**config.mk**
```make
export PLATFORM = sky130hd
export DESIGN_NAME = scr1_dmem_ocram_bridge
export DESIGN_NICKNAME = d
export VERILOG_FILES = /design/src/rtl/scr1_ocram_pkg.sv /design/src/rtl/scr1_ocram_be_gen.sv /design/src/rtl/scr1_dmem_ocram_bridge.sv
export SDC_FILE = /design/constraint.sdc
export NUM_CORES = 1
export LEC_CHECK = 0
export ABC_AREA = 1
export CAP_MARGIN = 20
export CORE_MARGIN = 2
export CORE_UTILIZATION = 31
export DETAILED_ROUTE_END_ITERATION = 6
export PLACE_DENSITY = 0.83
export SYNTH_ARGS = -nofsm -noshare
export SYNTH_HDL_FRONTEND = slang
export SYNTH_SLANG_ARGS = --single-unit
export TNS_END_PERCENT = 50
```
**constraint.sdc**
```tcl
create_clock -name clk -period 1.65 [get_ports clk]
set_input_delay 0.33 -clock clk [delete_from_list [all_inputs] [get_ports clk]]
set_output_delay 0.33 -clock clk [all_outputs]
set_load 0.02 [all_outputs]
```
**src/rtl/scr1_ocram_pkg.sv**
```systemverilog
// Shared definitions for the SCR1 data-memory to on-chip RAM bridge.
// Holds the FSM state type, the SCR1 width and response codes and the
// RAM geometry defaults used by the bridge and its byte-enable generator.
// Optional read line buffer: define SCR1_OCRAM_RDBUF_EN to add the HIT state.

package scr1_ocram_pkg;

  // Default RAM word-address width (8192 x 64-bit words).
  localparam int OCRAM_AW_DFLT = 13;

  // Number of byte-offset bits inside one 64-bit RAM word.
  localparam int OCRAM_LANE_BITS = 3;

  // Size of the RAM window in bytes for the default geometry.
  localparam logic [31:0] OCRAM_WIN_BYTES = 32'(1) << (OCRAM_AW_DFLT + OCRAM_LANE_BITS);

  // SCR1 access width codes.
  typedef enum logic [1:0] {
    WIDTH_BYTE = 2'd0,
    WIDTH_HALF = 2'd1,
    WIDTH_WORD = 2'd2,
    WIDTH_RSVD = 2'd3
  } dmem_width_e;

  // SCR1 response codes.
  typedef enum logic [1:0] {
    RESP_IDLE   = 2'd0,
    RESP_RDY_OK = 2'd1,
    RESP_RDY_ER = 2'd2
  } dmem_resp_e;

  // Bridge transaction states.
  typedef enum logic [2:0] {
    ST_IDLE  = 3'd0,
    ST_ISSUE = 3'd1,
    ST_RDATA = 3'd2,
    ST_ERR   = 3'd3
`ifdef SCR1_OCRAM_RDBUF_EN
    , ST_HIT = 3'd4
`endif
  } ocram_state_e;

endpackage

```
**src/rtl/scr1_ocram_be_gen.sv**
```systemverilog
// Byte-enable generator for the 64-bit RAM port.
// Turns an SCR1 access width and the byte offset inside the 64-bit word
// into the eight RAM byte lanes, and flags accesses that straddle their
// natural alignment. The reserved width yields no lanes and no misalign
// flag; the bridge rejects it separately.

module scr1_ocram_be_gen
  import scr1_ocram_pkg::*;
(
  input  logic [1:0] width_i,
  input  logic [2:0] offs_i,
  output logic [7:0] be_o,
  output logic       misalign_o
);

  // Shift the base lane mask for the access width up to the byte offset.
  always_comb begin
    be_o       = 8'h00;
    misalign_o = 1'b0;
    case (width_i)
      WIDTH_BYTE: begin
        be_o = 8'h01 << offs_i;
      end
      WIDTH_HALF: begin
        be_o       = 8'h03 << offs_i;
        misalign_o = offs_i[0];
      end
      WIDTH_WORD: begin
        be_o       = 8'h0F << offs_i;
        misalign_o = |offs_i[1:0];
      end
      default: begin
        be_o       = 8'h00;
        misalign_o = 1'b0;
      end
    endcase
  end

endmodule

```
**src/rtl/scr1_dmem_ocram_bridge.sv**
```systemverilog
// SCR1 32-bit data-memory port to 64-bit single-port on-chip RAM bridge.
// One outstanding transaction. Writes respond one cycle after acceptance,
// reads two cycles after (RAM has one cycle read latency), errors one cycle.
// Optional macro SCR1_OCRAM_RDBUF_EN adds a one-line 64-bit read buffer
// that lets a repeated read of the same RAM word respond in one cycle.

module scr1_dmem_ocram_bridge
  import scr1_ocram_pkg::*;
#(
  parameter logic [31:0] BASE_ADDR = 32'h0000_0000,
  parameter int          RAM_AW    = OCRAM_AW_DFLT
) (
  input  logic              clk,
  input  logic              reset,
  input  logic              dmem_req,
  output logic              dmem_req_ack,
  input  logic              dmem_cmd,
  input  logic [1:0]        dmem_width,
  input  logic [31:0]       dmem_addr,
  input  logic [31:0]       dmem_wdata,
  output logic [31:0]       dmem_rdata,
  output logic [1:0]        dmem_resp,
  output logic [RAM_AW-1:0] avm_address,
  output logic [7:0]        avm_byteenable,
  output logic              avm_chipselect,
  output logic              avm_write,
  output logic [63:0]       avm_writedata,
  input  logic [63:0]       avm_readdata,
  output logic              avm_clken
);

  localparam int OffsW = RAM_AW + OCRAM_LANE_BITS;

  ocram_state_e      state_q, state_d;
  logic              cmd_q;
  logic              rdHi_q;
  logic              avmCs_q;
  logic              avmWrite_q;
  logic [RAM_AW-1:0] avmAddr_q;
  logic [7:0]        avmBe_q;
  logic [63:0]       avmWdata_q;

  logic              accept;
  logic              outOfWin;
  logic              reqErr;
  logic              reqMisalign;
  logic [7:0]        reqBe;
  logic [RAM_AW-1:0] reqLine;
  logic              reqHit;

  scr1_ocram_be_gen u_be_gen (
    .width_i    (dmem_width),
    .offs_i     (dmem_addr[2:0]),
    .be_o       (reqBe),
    .misalign_o (reqMisalign)
  );

  // Decode the incoming request: window check, alignment and target RAM word.
  always_comb begin
    accept   = dmem_req & dmem_req_ack;
    outOfWin = dmem_addr[31:OffsW] != BASE_ADDR[31:OffsW];
    reqErr   = outOfWin | (dmem_width == WIDTH_RSVD) | reqMisalign;
    reqLine  = dmem_addr[OffsW-1:OCRAM_LANE_BITS];
  end

`ifdef SCR1_OCRAM_RDBUF_EN
  logic [63:0]       bufData_q;
  logic [RAM_AW-1:0] bufTag_q;
  logic              bufValid_q;

  // A read hits when the buffered RAM word is the one being requested.
  always_comb begin
    reqHit = bufValid_q & ~dmem_cmd & (bufTag_q == reqLine);
  end

  // Fill the buffer from every RAM read; drop it when that word is rewritten.
  always_ff @(posedge clk) begin
    if (reset) begin
      bufData_q  <= '0;
      bufTag_q   <= '0;
      bufValid_q <= 1'b0;
    end else if (state_q == ST_RDATA) begin
      bufData_q  <= avm_readdata;
      bufTag_q   <= avmAddr_q;
      bufValid_q <= 1'b1;
    end else if (accept && dmem_cmd && !reqErr && (reqLine == bufTag_q)) begin
      bufValid_q <= 1'b0;
    end
  end
`else
  // Without the buffer every read goes to the RAM.
  always_comb begin
    reqHit = 1'b0;
  end
`endif

  // State register.
  always_ff @(posedge clk) begin
    if (reset) begin
      state_q <= ST_IDLE;
    end else begin
      state_q <= state_d;
    end
  end

  // Next-state logic: one transaction in flight, back to IDLE after each response.
  always_comb begin
    state_d = state_q;
    case (state_q)
      ST_IDLE: begin
        if (accept) begin
          if (reqErr) begin
            state_d = ST_ERR;
          end else begin
`ifdef SCR1_OCRAM_RDBUF_EN
            state_d = reqHit ? ST_HIT : ST_ISSUE;
`else
            state_d = ST_ISSUE;
`endif
          end
        end
      end
      ST_ISSUE: begin
        state_d = cmd_q ? ST_IDLE : ST_RDATA;
      end
      ST_RDATA: begin
        state_d = ST_IDLE;
      end
      ST_ERR: begin
        state_d = ST_IDLE;
      end
`ifdef SCR1_OCRAM_RDBUF_EN
      ST_HIT: begin
        state_d = ST_IDLE;
      end
`endif
      default: begin
        state_d = ST_IDLE;
      end
    endcase
  end

  // Keep the command and the 32-bit half select of the accepted request.
  always_ff @(posedge clk) begin
    if (reset) begin
      cmd_q  <= 1'b0;
      rdHi_q <= 1'b0;
    end else if (accept) begin
      cmd_q  <= dmem_cmd;
      rdHi_q <= dmem_addr[2];
    end
  end

  // Register the RAM strobe so it is high for exactly the ISSUE cycle.
  always_ff @(posedge clk) begin
    if (reset) begin
      avmCs_q    <= 1'b0;
      avmWrite_q <= 1'b0;
      avmAddr_q  <= '0;
      avmBe_q    <= '0;
      avmWdata_q <= '0;
    end else if (state_d == ST_ISSUE) begin
      avmCs_q    <= 1'b1;
      avmWrite_q <= dmem_cmd;
      avmAddr_q  <= reqLine;
      avmBe_q    <= reqBe;
      avmWdata_q <= {dmem_wdata, dmem_wdata};
    end else begin
      avmCs_q    <= 1'b0;
      avmWrite_q <= 1'b0;
    end
  end

  // Core-side outputs decoded from the state; nothing is reported while in reset.
  always_comb begin
    dmem_req_ack = (state_q == ST_IDLE) & ~reset;
    dmem_resp    = RESP_IDLE;
    dmem_rdata   = '0;
    if (!reset) begin
      case (state_q)
        ST_ISSUE: begin
          if (cmd_q) begin
            dmem_resp = RESP_RDY_OK;
          end
        end
        ST_RDATA: begin
          dmem_resp  = RESP_RDY_OK;
          dmem_rdata = rdHi_q ? avm_readdata[63:32] : avm_readdata[31:0];
        end
        ST_ERR: begin
          dmem_resp = RESP_RDY_ER;
        end
`ifdef SCR1_OCRAM_RDBUF_EN
        ST_HIT: begin
          dmem_resp  = RESP_RDY_OK;
          dmem_rdata = rdHi_q ? bufData_q[63:32] : bufData_q[31:0];
        end
`endif
        default: begin
          dmem_resp  = RESP_IDLE;
          dmem_rdata = '0;
        end
      endcase
    end
  end

  // Drive the RAM port from the registered strobe.
  always_comb begin
    avm_chipselect = avmCs_q;
    avm_write      = avmWrite_q;
    avm_address    = avmAddr_q;
    avm_byteenable = avmBe_q;
    avm_writedata  = avmWdata_q;
    avm_clken      = 1'b1;
  end

endmodule
```
==> results of run 1 <==
-- power by group through the flow --
stage / clock (mW) / sequential, mW / combinational [mW]
global placement: 0 / 1.49 / 0.590
CTS: 1.24 / 1.46 / 0.649
finish: 1.21 / 1.46 / 0.703
detailed placement: 0 / 1.49 / 0.587
global route: 1.30 / 1.46 / 0.748
floorplan: 0 / 1.49 / 0.154
-- cell usage in the layout, fill, tap and decap left out, types with 2 or more instances in the layout --
master,count
nand2_1,144
clkdlybuf4s50_1,141
nor2_1,93
inv_1,70
dfxtp_1,57
dlygate4sd2_1,47
buf_6,42
buf_4,33
dlymetal6s2s_1,31
nand2_2,30
a21oi_4,21
nand2_4,20
a21oi_2,13
nor2_2,13
nor2_4,11
clkbuf_8,11
buf_16,10
buf_12,10
nand3_1,6
nand4_1,4
o21ai_0,4
a21oi_1,4
nor3_2,3
nand3_4,3
ha_1,3
dfxtp_2,3
inv_2,2
nor3_4,2
conb_1,2
clkinv_2,2
clkinvlp_4,2
clkbuf_16,2
-- cell families (layout without fill, tap and decap cells) --
family,after synthesis,in the layout,synth area share
buf+inv,134,407,0.191
fa+ha+maj,4,4,0.0146
flops,60,60,0.350
simple gates,329,331,0.379
compound gates,44,44,0.0645
other cells,2,2,0.00219
-- state kept, by name, summed over array words and instances, names as in the netlist --
name            count
avm_address        13
rdHi_q              1
avm_write           1
avm_writedata      32
avm_chipselect      1
cmd_q               1
state_q             3
avm_byteenable      8
-- stage by stage --
step / area (um^2) / hold slack (ns) / cells / TNS [ns]
after global routing: 7590 / 0.472 / 988 / -19.47
after global placement: 6110 / 0.469 / 942 / -43.34
after CTS: 7010 / 0.426 / 984 / -17.69
after floorplan: 3430 / 0.399 / 573 / 0
final: 7590 / 0.472 / 988 / -12.86
after detailed placement: 6110 / 0.481 / 942 / -47.63
-- cell type report --
| cell class | instances | area, um^2 | share of cell area |
|---|---|---|---|
| timing repair buffer | 318 | 3480 | 0.458 |
| multi-input combinational | 381 | 2270 | 0.299 |
| sequential | 60 | 1200 | 0.159 |
| inverter | 74 | 285 | 0.0376 |
| tap | 140 | 175 | 0.0231 |
| clock buffer | 11 | 151 | 0.0199 |
| clock inverter | 4 | 25.0 | 0.00329 |
-- worst min-delay path, cell delays in order --
cell	delay [ns]
dlygate4sd2_1	0.24
buf_4	0.15
a21oi_1	0.04
-- Yosys cell counts (2+ instances only) --
master and number:
nand4_1 4, o21ai_0 5, nand2_1 192, buf_4 33
nand3_1 7, clkbuf_1 16, ha_1 4, nand2_2 2
dfxtp_1 60, buf_6 2, a21oi_1 38, nor2_1 116
inv_1 72, nor3_1 4, buf_2 9, conb_1 2
-- routing by layer --
| metal | part of all wire | global-route usage | wire [um] | up-vias |
|---|---|---|---|---|
| li1 | - | - | - | 2215 |
| met1 | 0.35 | 0.231 | 5290 | 2050 |
| met2 | 0.53 | 0.428 | 7980 | 197 |
| met3 | 0.086 | 0.0640 | 1300 | 36 |
| met4 | 0.037 | 0.108 | 554 | 0 |
| met5 | 0 | 0 | 0 | - |
-- timing repair --
action	4_1_cts	5_1_grt
setup buffers	13	5
setup endpoints to repair	138	124
pin swaps	18	29
gates resized for setup	327	159
gates cloned	15	2
-- path summary, 6_finish.rpt --
kind	cells past startpoint	slack, ns	to
hold / removal	3	0.47	state_q[1]
setup reg to reg	14	-0.16	avm_writedata[33]
hold reg to reg	4	0.51	avm_byteenable[7]
setup / recovery	5	-0.26	dmem_rdata[13]
==> impl_metrics.env, run 1 <==
export IMPL_status="finished with violations"
export IMPL_violations="setup timing"
export IMPL_dr_first_iter_drc_count=293
export IMPL_first_pass_iters=4
export IMPL_synth_edf_count=0
export IMPL_finalPower_mw=3.37
export IMPL_grt_overflow=0
export IMPL_critPathTopFamily="simple AND/OR/NAND/NOR gates"
export IMPL_avgRoutedWirePerCell_um=15.3
export IMPL_peakVddDrop_uv=347
export IMPL_max_freq_mhz=524
export IMPL_grtUsageTotal=0.228
export IMPL_period_share=1.16
export IMPL_synth_seq_cells=60
export IMPL_syn_inst=573
export IMPL_min_path_type="primary input to flop"
export IMPL_cts_root_buffer="clkbuf_8"
export IMPL_dieHeight_um=109
export IMPL_die_area_um2=11900
export IMPL_drive_gt1_frac=0.281
export IMPL_n_antenna_cell=0
export IMPL_synthArstFlopShare=0
export IMPL_worst_setup_path_end_kind="output pin"
export IMPL_cap_violations=0
export IMPL_worst_path_largest_cell_delay_ns=0.34
export IMPL_finalClockSkew_ns=0.0127
export IMPL_synthToLayoutAreaGrowth_pct=121
export IMPL_gp_congestion=0.861
export IMPL_fill_cells=830
export IMPL_dp_worst_setup_slack_ns=-0.609
export IMPL_cp_startpoint="state_q[0]"
export IMPL_path_class="flop to output pin"
export IMPL_drt_total_wl_um=15100
export IMPL_viasPerCell=4.55
export IMPL_insertion_delay_ns=0.33
export IMPL_cts_max_level=3
export IMPL_p_seq_frac=0.432
export IMPL_cts_buffers=9
export IMPL_grt_pass1_wl_um=21100
export IMPL_routed_via_count=4498
export IMPL_r2r_start="state_q[2]"
export IMPL_p_leak_nw=4.07
export IMPL_ctsHoldBuffers=0
export IMPL_yosys_area_top_type_share=0.350
export IMPL_period_needed_ns=1.91
export IMPL_setup_violations=87
export IMPL_grt_pass1_vias=4380
export IMPL_clkTransAtPathRegs_ns=0.08
export IMPL_die_w_um=109
export IMPL_slowest_stage="dfxtp_2"
export IMPL_synth_top_area_cell="dfxtp_1"
export IMPL_synthDistinctLibCells=23
export IMPL_syn_area_per_cell_um2=5.99
export IMPL_crit_chain="nor3_4, nand2_4, clkbuf_16, a21oi_2, buf_4"
export IMPL_cts_tree="built"
export IMPL_p_sw_frac=0.265
export IMPL_clkPwrFrac=0.359
export IMPL_slew_headroom=0.573
export IMPL_clock_sinks=60
export IMPL_power_density_nw_per_um2=444
export IMPL_critPathMaxFanout=8
export IMPL_worst_slew_pin_slew_ns=0.640
export IMPL_synthesis_nets=711
export IMPL_synth_area_top_cells="dfxtp_1 35%, nand2_1 21%, nor2_1 13%, inv_1 7.9%, buf_4 7.2%"
export IMPL_ios=257
export IMPL_drc=0
export IMPL_fin_ws_ns=-0.260
export IMPL_rsz0062_at_grt="yes"
export IMPL_start_util=0.317
export IMPL_combPwrFrac=0.208
export IMPL_synth_flop_cell="dfxtp_1"
export IMPL_seq_area_frac_synth=0.350
export IMPL_slew_viol_final=0
export IMPL_hpwl_um=9490
export IMPL_worst_hold_startpoint="reset"
export IMPL_finalHoldViolCount=0
export IMPL_grt_max_degree=54
export IMPL_p_int_mw=2.48
export IMPL_path_buf_inv=2
export IMPL_crit_required_ns=1.32
export IMPL_ctsLongestPathBuffers=2
export IMPL_power_switching_mw=0.894
export IMPL_core_um2=10800
export IMPL_final_util=0.701
export IMPL_antenna_found_initial=0
export IMPL_critPathArrivalTime_ns=1.58
export IMPL_ant_nets=0
export IMPL_portBuffers=255
export IMPL_synth_area_um2=3430
export IMPL_crit_path_start_kind="flop"
export IMPL_nNetsFinal=982
export IMPL_rows=38
export IMPL_yosysWarningCount=0
Note: power is estimated with default switching activity, not from simulation.
==> inputs of run 2 (changes only) <==
--- a/config.mk
+++ b/config.mk
@@ -11,6 +11,8 @@
 export CORE_UTILIZATION = 31
 export DETAILED_ROUTE_END_ITERATION = 6
 export PLACE_DENSITY = 0.83
+export SETUP_SLACK_MARGIN = 0.15
+export SKIP_LAST_GASP = 1
 export SYNTH_ARGS = -nofsm -noshare
 export SYNTH_HDL_FRONTEND = slang
 export SYNTH_SLANG_ARGS = --single-unit
==> run 2 against run 1 <==
- non-clock buffer count rose by 12
- worst hold slack improved by 0.042 ns
- maximum frequency rose by 2.9%
- core utilization rose by 2.0 points
- die area did not move
- first-iteration DRC count fell by 50%
- global-route usage fell by 0.64 points
- highest routed layer unchanged
- clock-buffer cell count did not move
- the flow still finishes with violations (setup timing)
- register-to-register slack got worse by 0.04 ns
- combinational power barely moved
==> impl_metrics.env, run 2 (synthesized netlist as in run 1, its figures left out) <==
export IMPL_status="finished with violations"
export IMPL_violations="setup timing"
export IMPL_post_route_cell_area_um2=7820
export IMPL_slew_viol_final=0
export IMPL_die_w_um=109
export IMPL_grt_overflow=0
export IMPL_grt_max_degree=54
export IMPL_finalHoldViolCount=0
export IMPL_hpwl_um=9380
export IMPL_viasPerCell=4.41
export IMPL_routed_via_count=4408
export IMPL_power_density_nw_per_um2=463
export IMPL_worst_slew_pin_slew_ns=0.592
export IMPL_portBuffers=255
export IMPL_nNetsFinal=992
export IMPL_cts_max_level=3
export IMPL_grtUsageTotal=0.222
export IMPL_slew_headroom=0.605
export IMPL_rsz0062_at_grt="yes"
export IMPL_ctsHoldBuffers=0
export IMPL_clkTransAtPathRegs_ns=0.07
export IMPL_antenna_found_initial=1
export IMPL_drt_total_wl_um=14100
export IMPL_dp_cells=943
export IMPL_worst_setup_path_end_kind="output pin"
export IMPL_cap_violations=0
export IMPL_gp_congestion=0.891
export IMPL_dieHeight_um=109
export IMPL_drc=0
export IMPL_setup_violations=109
export IMPL_rows=38
export IMPL_crit_path_start_kind="flop"
export IMPL_finalNonFillerCells=1000
export IMPL_mostFrequentLayoutCell="clkdlybuf4s50_1"
export IMPL_ant_nets=0
export IMPL_cts_tree="built"
export IMPL_core_um2=10800
export IMPL_period_share=1.12
export IMPL_insertion_delay_ns=0.33
export IMPL_start_util=0.317
export IMPL_grt_pass1_vias=3995
export IMPL_critPathMaxFanout=5
export IMPL_final_util=0.721
export IMPL_min_path_type="flop to flop"
export IMPL_cts_root_buffer="clkbuf_8"
export IMPL_cts_buffers=9
export IMPL_avgRoutedWirePerCell_um=14.1
export IMPL_critPathArrivalTime_ns=1.53
export IMPL_synthToLayoutAreaGrowth_pct=128
export IMPL_finalPower_mw=3.62
export IMPL_die_area_um2=11900
export IMPL_drive_gt1_frac=0.283
export IMPL_dp_worst_setup_slack_ns=-0.644
export IMPL_largest_reg_flops=32
export IMPL_placed_cell_area_um2=6540
export IMPL_p_leak_nw=3.45
export IMPL_period_needed_ns=1.86
export IMPL_first_pass_iters=5
export IMPL_ios=257
export IMPL_crit_required_ns=1.32
export IMPL_finalClockSkew_ns=0.00676
export IMPL_fin_tns_setup_ns=-12.64
export IMPL_peakVddDrop_uv=455
export IMPL_fill_cells=802
export IMPL_fin_ws_ns=-0.206
export IMPL_clock_sinks=60
export IMPL_ctsLongestPathBuffers=2
export IMPL_grt_pass1_wl_um=20300
export IMPL_max_freq_mhz=539
export IMPL_dr_first_iter_drc_count=146
export IMPL_path_class="flop to output pin"
export IMPL_holdWs_ns=0.514
export IMPL_layout_common_cells="211 x clkdlybuf4s50_1, 165 x nand2_1, 82 x nor2_1, 67 x inv_1, 57 x dfxtp_1"
## run 2: cell count changes in the layout (fill, tap and decap cells not counted), moves of 11 or more
cell,delta
clkdlybuf4s50_1,+70
nor2_1,-11
dlymetal6s2s_1,-26
dlygate4sd2_1,-45
nand2_1,+21
nand2_4,-12
## run 2: path summary, 6_finish.rpt
check             depth (start not counted)            from                end  slack [ns]
hold reg to reg                           4  avm_address[0]     avm_address[0]        0.51
setup reg to reg                         15      state_q[0]  avm_writedata[36]       -0.20
setup / recovery                          6      state_q[0]      dmem_rdata[5]       -0.21
hold / removal                            4  avm_address[0]     avm_address[0]        0.51
## run 2: what timing repair did
item	CTS	global route
gates cloned	12	3
setup endpoints to repair	177	178
buffers inserted	20	5
resized for setup	292	55
endpoints found under the hold margin	0	0
pin swaps	24	35
## run 2: final cells by class
class	count	area [um^2]	share of cell area
timing repair buffer	330	3640	0.466
tap	140	175	0.0224
antenna	1	2.50	0.000320
sequential	60	1200	0.154
multi-input combinational	379	2270	0.290
clock buffer	11	141	0.0181
clock inverter	5	75.1	0.00960
inverter	74	307	0.0392
## run 2: report_power, final
group	internal (mW)	switching [mW]
combinational	0.412	0.289
sequential	1.45	0.00436
clock	0.885	0.576
total	2.75	0.869
## run 2: worst max-delay path, stage by stage, from the launching register on
cell       delay, ns
dfxtp_2         0.33
nor3_2          0.16
buf_4           0.17
nand2_8         0.09
clkbuf_16       0.18
a21oi_4         0.13
buf_6           0.13
## run 2: metal layers
layer / global-route usage / share of wire
met4: 0.0696 / 0.025
met3: 0.0622 / 0.074
met1: 0.250 / 0.38
met5: 0 / 0
met2: 0.402 / 0.52
==> inputs of run 3 (changes only) <==
--- a/config.mk
+++ b/config.mk
@@ -11,7 +11,7 @@
 export CORE_UTILIZATION = 31
 export DETAILED_ROUTE_END_ITERATION = 6
 export PLACE_DENSITY = 0.83
-export SETUP_SLACK_MARGIN = 0.15
+export SETUP_SLACK_MARGIN = 0.02
 export SKIP_LAST_GASP = 1
 export SYNTH_ARGS = -nofsm -noshare
 export SYNTH_HDL_FRONTEND = slang
==> run 3 against run 2 <==
- the run still ends with setup timing left
- clock skew increased by 0.0037 ns
- worst hold slack got worse by 0.079 ns
- via count increased by 1.9%
- core utilization decreased by 2.6 points
- register-to-register slack improved by 0.11 ns
- critical path type unchanged
==> impl_metrics.env, run 3 (synthesized netlist as in run 1, its figures left out) <==
export IMPL_peakVddDrop_uv=417
export IMPL_worst_slew_pin_slew_ns=0.728
export IMPL_ctsLongestPathBuffers=2
export IMPL_drc=0
export IMPL_largest_reg_flops=32
export IMPL_hpwl_um=9720
export IMPL_p_leak_nw=3.37
export IMPL_p_seq_frac=0.407
export IMPL_dr_first_iter_drc_count=243
export IMPL_insertion_delay_ns=0.33
export IMPL_cts_buffers=9
export IMPL_placed_cell_area_um2=6070
export IMPL_cap_violations=0
export IMPL_dp_worst_setup_slack_ns=-0.617
export IMPL_start_util=0.317
export IMPL_avgRoutedWirePerCell_um=16.0
export IMPL_fill_cells=849
export IMPL_cts_root_buffer="clkbuf_8"
export IMPL_antenna_found_initial=0
export IMPL_grt_overflow=0
export IMPL_slew_viol_final=0
export IMPL_min_path_type="primary input to flop"
export IMPL_viasPerCell=4.57
export IMPL_clock_sinks=60
export IMPL_cts_max_level=3
export IMPL_gp_congestion=0.839
export IMPL_n_antenna_cell=0
export IMPL_period_share=1.16
export IMPL_fin_ws_ns=-0.256
export IMPL_critPathMaxFanout=8
export IMPL_status="finished with violations"
export IMPL_portBuffers=255
export IMPL_p_sw_frac=0.246
export IMPL_ff_latch_area_um2=1210
export IMPL_grt_max_degree=54
export IMPL_grt_pass1_vias=4312
export IMPL_first_pass_iters=4
export IMPL_power_density_nw_per_um2=475
export IMPL_violations="setup timing"
export IMPL_worst_setup_path_end_kind="output pin"
export IMPL_ctsHoldBuffers=0
export IMPL_path_class="flop to output pin"
export IMPL_ant_nets=0
export IMPL_combPwrFrac=0.187
export IMPL_clkPwrFrac=0.406
export IMPL_synthToLayoutAreaGrowth_pct=119
export IMPL_routed_via_count=4491
export IMPL_period_needed_ns=1.91
export IMPL_setup_violations=103
export IMPL_clkTransAtPathRegs_ns=0.07
export IMPL_nNetsFinal=975
export IMPL_power_switching_mw=0.881
export IMPL_drive_gt1_frac=0.296
export IMPL_final_util=0.695
export IMPL_post_route_cell_area_um2=7540
export IMPL_rows=38
export IMPL_max_freq_mhz=525
export IMPL_finalHoldViolCount=0
export IMPL_grtUsageTotal=0.230
export IMPL_multi_input_area_um2=2250
export IMPL_cts_tree="built"
export IMPL_rsz0062_at_grt="yes"
export IMPL_finalClockSkew_ns=0.0105
export IMPL_slew_headroom=0.515
export IMPL_drt_total_wl_um=15700
export IMPL_crit_required_ns=1.32
export IMPL_mostFrequentLayoutCell="clkdlybuf4s50_1"
export IMPL_ios=257
export IMPL_critPathArrivalTime_ns=1.58
export IMPL_dieHeight_um=109
export IMPL_layout_common_cells="208 x clkdlybuf4s50_1, 125 x nand2_1, 96 x nor2_1, 67 x inv_1, 57 x dfxtp_1"
export IMPL_die_area_um2=11900
export IMPL_die_w_um=109
export IMPL_grt_pass1_wl_um=21100
export IMPL_crit_path_start_kind="flop"
export IMPL_core_um2=10800
export IMPL_p_int_mw=2.70
-- run 3: cell count changes in the layout (fill, tap and decap cells not counted), moves of 4 or more --
| cell | before | now |
|---|---|---|
| nand2_1 | 165 | 125 |
| nand2_4 | 8 | 34 |
| buf_6 | 41 | 22 |
| a21oi_4 | 30 | 13 |
| a21oi_2 | 4 | 19 |
| nand2_2 | 20 | 35 |
| nor2_1 | 82 | 96 |
| nor2_2 | 21 | 14 |
| nor2_4 | 14 | 7 |
| buf_4 | 40 | 45 |
| dlymetal6s2s_1 | 5 | 9 |
-- run 3: worst max-delay path: stages (launching register included) --
cell and delay, ns:
dfxtp_2 0.33, inv_2 0.05, nor3_4 0.21, nand2_4 0.13
clkbuf_16 0.20, a21oi_2 0.14, buf_4 0.16
-- run 3: routing by layer --
layer / wire length (um) / global-route usage / up-vias
met1: 5480 / 0.241 / 2077
met2: 8550 / 0.445 / 185
met5: 0 / 0 / -
met3: 1270 / 0.0610 / 34
li1: - / - / 2195
met4: 407 / 0.0705 / 0
-- run 3: worst paths after layout --
kind                  start           endpoint  slack [ns]  cells past startpoint
max              state_q[1]     dmem_rdata[16]       -0.26                      6
min                   reset         state_q[1]        0.43                      3
max reg2reg      state_q[2]  avm_writedata[44]       -0.09                     13
min reg2reg  avm_address[6]     avm_address[6]        0.51                      4
-- run 3: power groups by stage --
| stage | Combinational (mW) | Sequential (mW) | Clock, mW |
|---|---|---|---|
| floorplan | 0.154 | 1.49 | 0 |
| global placement | 0.580 | 1.49 | 0 |
| detailed placement | 0.576 | 1.49 | 0 |
| CTS | 0.604 | 1.46 | 1.49 |
| global route | 0.708 | 1.46 | 1.54 |
| finish | 0.669 | 1.46 | 1.46 |
-- run 3: final cells by class --
cell class,count,share of cell area
Clock buffer,13,0.0237
Clock inverter,3,0.00564
Inverter,74,0.0378
Multi-Input combinational cell,379,0.299
Sequential cell,60,0.160
Tap cell,140,0.0232
Timing Repair Buffer,313,0.451
-- run 3: what timing repair did --
action,CTS,global route
setup endpoints to repair,159,174
setup buffers,10,6
gates cloned,14,3
pin swaps,16,61
gates resized for setup,243,183
-- run 3: through the flow --
stage          TNS (ns)  power, mW  cells  hold slack, ns
6_report          -8.99       3.58    982           0.435
3_5_place_dp     -47.15       2.07    940           0.469
3_3_place_gp     -44.67       2.07    940           0.460
5_1_grt          -17.81       3.71    982           0.457
2_1_floorplan         0       1.64    573           0.399
4_1_cts           -9.86       3.55    980           0.428
